$ cat src/rtl/muldiv_pkg.sv
// Shared definitions for the iterative multiply/divide controller:
// operation encodings, FSM states and small decode helpers.
package muldiv_pkg;

  typedef enum logic [1:0] {
    OP_MUL   = 2'b00,
    OP_MULHU = 2'b01,
    OP_DIVU  = 2'b10,
    OP_REMU  = 2'b11
  } op_e;

  typedef enum logic [1:0] {
    IDLE = 2'b00,
    CALC = 2'b01,
    FIN  = 2'b10
  } state_e;

  // Divide-class operations share the restoring-division datapath.
  function automatic logic op_is_div(input op_e o);
    return o[1];
  endfunction

  // MULHU and REMU take their result from the upper/remainder register.
  function automatic logic op_takes_acc(input op_e o);
    return o[0];
  endfunction

endpackage

$ cat src/rtl/muldiv_ctrl.sv
// Iterative unsigned multiply/divide controller: one bit per CALC cycle,
// using an external shared adder reached through the add_* ports.
module muldiv_ctrl
  import muldiv_pkg::*;
#(
  parameter int unsigned WIDTH = 32
) (
  input  logic             clk,
  input  logic             rst,
  input  logic             start,
  input  logic [1:0]       op,
  input  logic [WIDTH-1:0] a,
  input  logic [WIDTH-1:0] b,
  output logic             busy,
  output logic             done,
  output logic [WIDTH-1:0] result,
  output logic [WIDTH-1:0] add_x,
  output logic [WIDTH-1:0] add_y,
  output logic             add_cin,
  input  logic [WIDTH-1:0] add_sum,
  input  logic             add_cout
);

  localparam int unsigned CW = $clog2(WIDTH) + 1;

  state_e           state, state_n;
  op_e              op_q;
  logic [WIDTH-1:0] b_q;
  // acc holds the product high half or the remainder; sh holds the
  // product low half / multiplier or the quotient / dividend.
  logic [WIDTH-1:0] acc, acc_n;
  logic [WIDTH-1:0] sh, sh_n;
  logic [WIDTH-1:0] res_n;
  logic [CW-1:0]    cnt;
  logic [WIDTH:0]   r;
  logic             take;

  // Next-state logic.
  always_comb begin
    state_n = state;
    unique case (state)
      IDLE:    if (start) state_n = CALC;
      CALC:    if (cnt == CW'(WIDTH - 1)) state_n = FIN;
      FIN:     state_n = IDLE;
      default: state_n = IDLE;
    endcase
  end

  // One shift-add (multiply) or shift-subtract (divide) step per CALC cycle.
  always_comb begin
    add_x   = '0;
    add_y   = '0;
    add_cin = 1'b0;
    acc_n   = acc;
    sh_n    = sh;
    take    = 1'b0;
    r       = {acc, sh[WIDTH-1]};
    if (state == CALC) begin
      if (op_is_div(op_q)) begin
        // r - b via r + ~b + 1; r's dropped MSB guarantees r >= b.
        add_x   = r[WIDTH-1:0];
        add_y   = ~b_q;
        add_cin = 1'b1;
        take    = add_cout | r[WIDTH];
        acc_n   = take ? add_sum : r[WIDTH-1:0];
        sh_n    = {sh[WIDTH-2:0], take};
      end else begin
        add_x = acc;
        add_y = sh[0] ? b_q : '0;
        acc_n = {add_cout, add_sum[WIDTH-1:1]};
        sh_n  = {add_sum[0], sh[WIDTH-1:1]};
      end
    end
    res_n = op_takes_acc(op_q) ? acc_n : sh_n;
  end

  always_ff @(posedge clk or posedge rst) begin
    if (rst) begin
      state  <= IDLE;
      busy   <= 1'b0;
      done   <= 1'b0;
      result <= '0;
      op_q   <= OP_MUL;
      b_q    <= '0;
      acc    <= '0;
      sh     <= '0;
      cnt    <= '0;
    end else begin
      state <= state_n;
      busy  <= (state_n != IDLE);
      done  <= (state_n == FIN);
      unique case (state)
        IDLE: begin
          if (start) begin
            op_q <= op_e'(op);
            b_q  <= b;
            acc  <= '0;
            sh   <= a;
            cnt  <= '0;
          end
        end
        CALC: begin
          acc <= acc_n;
          sh  <= sh_n;
          cnt <= cnt + CW'(1);
          // Capture the final iteration's value as it is produced.
          if (state_n == FIN) result <= res_n;
        end
        default: ;
      endcase
    end
  end

endmodule

$ cat config.mk
export PLATFORM = sky130hd
export DESIGN_NAME = muldiv_ctrl
export DESIGN_NICKNAME = d
export VERILOG_FILES = /design/src/rtl/muldiv_pkg.sv /design/src/rtl/muldiv_ctrl.sv
export SDC_FILE = /design/constraint.sdc
export NUM_CORES = 1
export LEC_CHECK = 0
export CORE_ASPECT_RATIO = 1.25
export CORE_MARGIN = 10
export CORE_UTILIZATION = 30
export CTS_CLUSTER_SIZE = 10
export DETAILED_ROUTE_END_ITERATION = 10
export MAX_ROUTING_LAYER = met4
export PLACE_DENSITY = 0.6
export SETUP_SLACK_MARGIN = 0.2
export SLEW_MARGIN = 20
export SYNTH_ARGS = -nofsm -noshare
export SYNTH_HDL_FRONTEND = slang
export SYNTH_SLANG_ARGS = --single-unit
$ cat constraint.sdc
create_clock -name clk -period 9.2 [get_ports clk]
set_clock_uncertainty 0.2 [all_clocks]
set_input_delay 0.92 -clock clk [delete_from_list [all_inputs] [get_ports clk]]
set_output_delay 0.92 -clock clk [all_outputs]
set_load 0.02 [all_outputs]
==> results.ini <==
[outcome]
status=finished clean

[final_layout]
final.fill_count=2869
fin_nets=1126
layout-drive-gt1-share_pct=17.00
areaGrowthSynthToFinish_pct=32.67

[yosys]
yosysMostFrequentCell=dfrtp_1
yosys.area.top_type=dfrtp_1
ys.flop_type=dfrtp_1
synth_top_area_share_pct=40.21
synth_top_cells_by_count=dfrtp_1, nor2_1, mux2i_1, o21ai_0, mux2_2
synth_seq_cells=140
yosysUniqueCellTypes=45
syn_area_per_cell_sq_um=9.833
yosysSeqAreaShare_pct=40.21
ys_warn_count=0
synth.top_cells.by_area=dfrtp_1, mux2i_1, mux2_2
synth_edf_count=0
synthArstFlopShare_pct=100.0
syn-num-nets=989
syn-instance-count=886
netlist_area_sq_um=8712

[grt]
grt.total_usage_pct=16.25
grt_pass1_wl_mm=45.44
grt_pass1_vias=7658
grt.overflow.total=0
grt_max_degree=95
antenna_found_initial=2

[critical_path]
max_stage_delay_ns=0.73
critPathKind=reg -> out
endpoint_kind=primary output
crit_chain=buf_4, inv_1, mux2_2, nor2_1, clkdlybuf4s50_1
start_kind=flip-flop
critPathMaxFanout=70
crit_arrival_ns=3.76
worstPathRequired_ns=8.08
crit_slowest_cell=buf_4

[routing]
routedWlPerCell_microns=20.09
firstDrtPassIters=4
drt_iter0_markers=452
wl_met1_mm=13.10
drc=0
wl_met2_mm=13.96
ant_nets=0
top_layer=met4
num_vias=7506
routed_wl_mm=28.69
wl_met3_mm=1.384
routed_via_density=5.256

[run]
maxCapViolCount=0

[pwr]
power_frac_seq_pct=30.4
leakage_nw=4.788
pwr-share-comb_pct=46.2
intPower_mw=2.118
power_density_nw_per_um2=293.5
pwr-share-clk_pct=23.4
netSwitchingPower_mw=1.275
irDropWorstVdd_v=0.0001545
swShare_pct=37.57

[floorplan]
start_util_pct=30.49
io_pins=201
core.rowCount=69
die_h_microns=210.5
dieWidth_microns=172.4
core_sq_um=28580
die-area_sq_um=36300

[timing]
setup_viol=0
tightest_slew_ns=1.101
final.setup.worst_slack_ns=4.325
min_period_over_period_pct=52.99
slew_headroom_pct=26.58
whs_ns=0.2692
hold_viol=0
drv_slew=0
fin_crit_ns=4.875
rsz0062_at_grt=false
fmax_ghz=0.2051
setup_tns_ns=0

[placement]
portBuffers=200
gp_congestion=0.7691
hpwl_mm=19.07
dp_slack_ns=4.779

[clock_network]
cts-htree-levels=4
cts_buffers=17
clk_latency_ns=0.43
cts_tree=yes
cts_setup_buffers=0
cts.sinks=140
clock_path_buffers=2
cts_resized=0
root_buffer=clkbuf_16
path_clk_slew_ns=0.06
cts_hold_buf=0

[hold_path]
worstHoldPathType=reg -> reg

-- cells by family (layout without fill, tap and decap cells) --
group / count (synthesis) / count (layout) / synth area share [%]
mux: 153 / 153 / 19.36
simple gates: 218 / 218 / 12.68
other cells: 0 / 3 / 0
fa+ha+maj: 1 / 1 / 0.1436
compound gates: 274 / 274 / 22.22
buf+inv: 100 / 249 / 5.385
flops: 140 / 140 / 40.21
-- power by group through the flow --
stage	combinational [mW]	sequential, mW	clock (mW)
after floorplan	0.983	1.01	0
after global routing	1.70	1.07	0.843
after detailed placement	1.57	1.04	0
after global placement	1.55	1.04	0
final	1.57	1.03	0.795
after CTS	1.58	1.03	0.813
-- placed cells by master, fill, tap and decap left out, drive strengths merged, types with 4 or more instances in the layout --
master	netlist	final
clkdlybuf4s50	0	199
dfrtp	140	140
nor2	98	98
mux2i	77	77
mux2	76	76
o21ai	67	67
nand2	51	51
a31oi	44	44
a22o	42	42
or3b	32	32
a21oi	22	22
a22oi	22	22
a21bo	21	21
nand3b	20	20
a41oi	19	19
clkbuf	53	19
buf	42	14
o22a	12	12
o2bb2ai	9	9
o211ai	9	9
bufinv	0	6
clkinv	2	5
and2	4	4
-- worst max-delay path: cells and delay by family (launching register included) --
| family | cells | cell delay [ns] |
|---|---|---|
| buffers and inverters | 3 | 2.03 |
| flip-flops | 1 | 0.72 |
| AND/OR/NAND/NOR | 1 | 0.10 |
| multiplexers | 1 | 0.45 |
-- final timing paths --
check                        start          to  slack [ns]  depth (start not counted)
setup / recovery           op_q[1]   add_y[30]        4.32                          5
max in group asynchronous      rst     op_q[1]        6.59                          3
hold / removal              cnt[5]      cnt[5]        0.27                          1
min in group asynchronous      rst      b_q[5]        0.82                          2
hold reg to reg             cnt[5]      cnt[5]        0.27                          1
setup reg to reg           op_q[1]  result[12]        6.18                          4
-- state kept, by name, summed over array words and instances, names as in the netlist --
name and count:
done 1, result 32, sh 32, cnt 6, acc 32, op_q 2, state 2, busy 1
b_q 32
-- layout make-up --
| type | count | area (sq um) | area share, % |
|---|---|---|---|
| diodes | 3 | 7.507 | 0.06495 |
| clock buffers | 19 | 452.9 | 3.919 |
| clock inverters | 12 | 217.7 | 1.884 |
| inverters | 5 | 23.77 | 0.2057 |
| multi-input cells | 646 | 4766 | 41.23 |
| flip-flops and latches | 140 | 3508 | 30.35 |
| well taps | 390 | 488.0 | 4.222 |
| repair buffers | 213 | 2095 | 18.12 |
-- through the flow --
step,power [mW],util (%),cells,area [sq um]
finish,3.393,40.45,1428,11560
CTS,3.428,40.40,1425,11550
global route,3.609,40.44,1427,11560
detailed placement,2.613,38.06,1394,10880
global placement,2.593,38.06,1394,10880
floorplan,1.996,-,886,8712
-- per-layer routing --
metal  up-vias  GRT usage (%)
met5         -              -
met4         0          3.633
met3        16          2.917
met2       205          25.78
li1       3556              -
met1      3729          21.13
(Power assumes the default switching activity.)
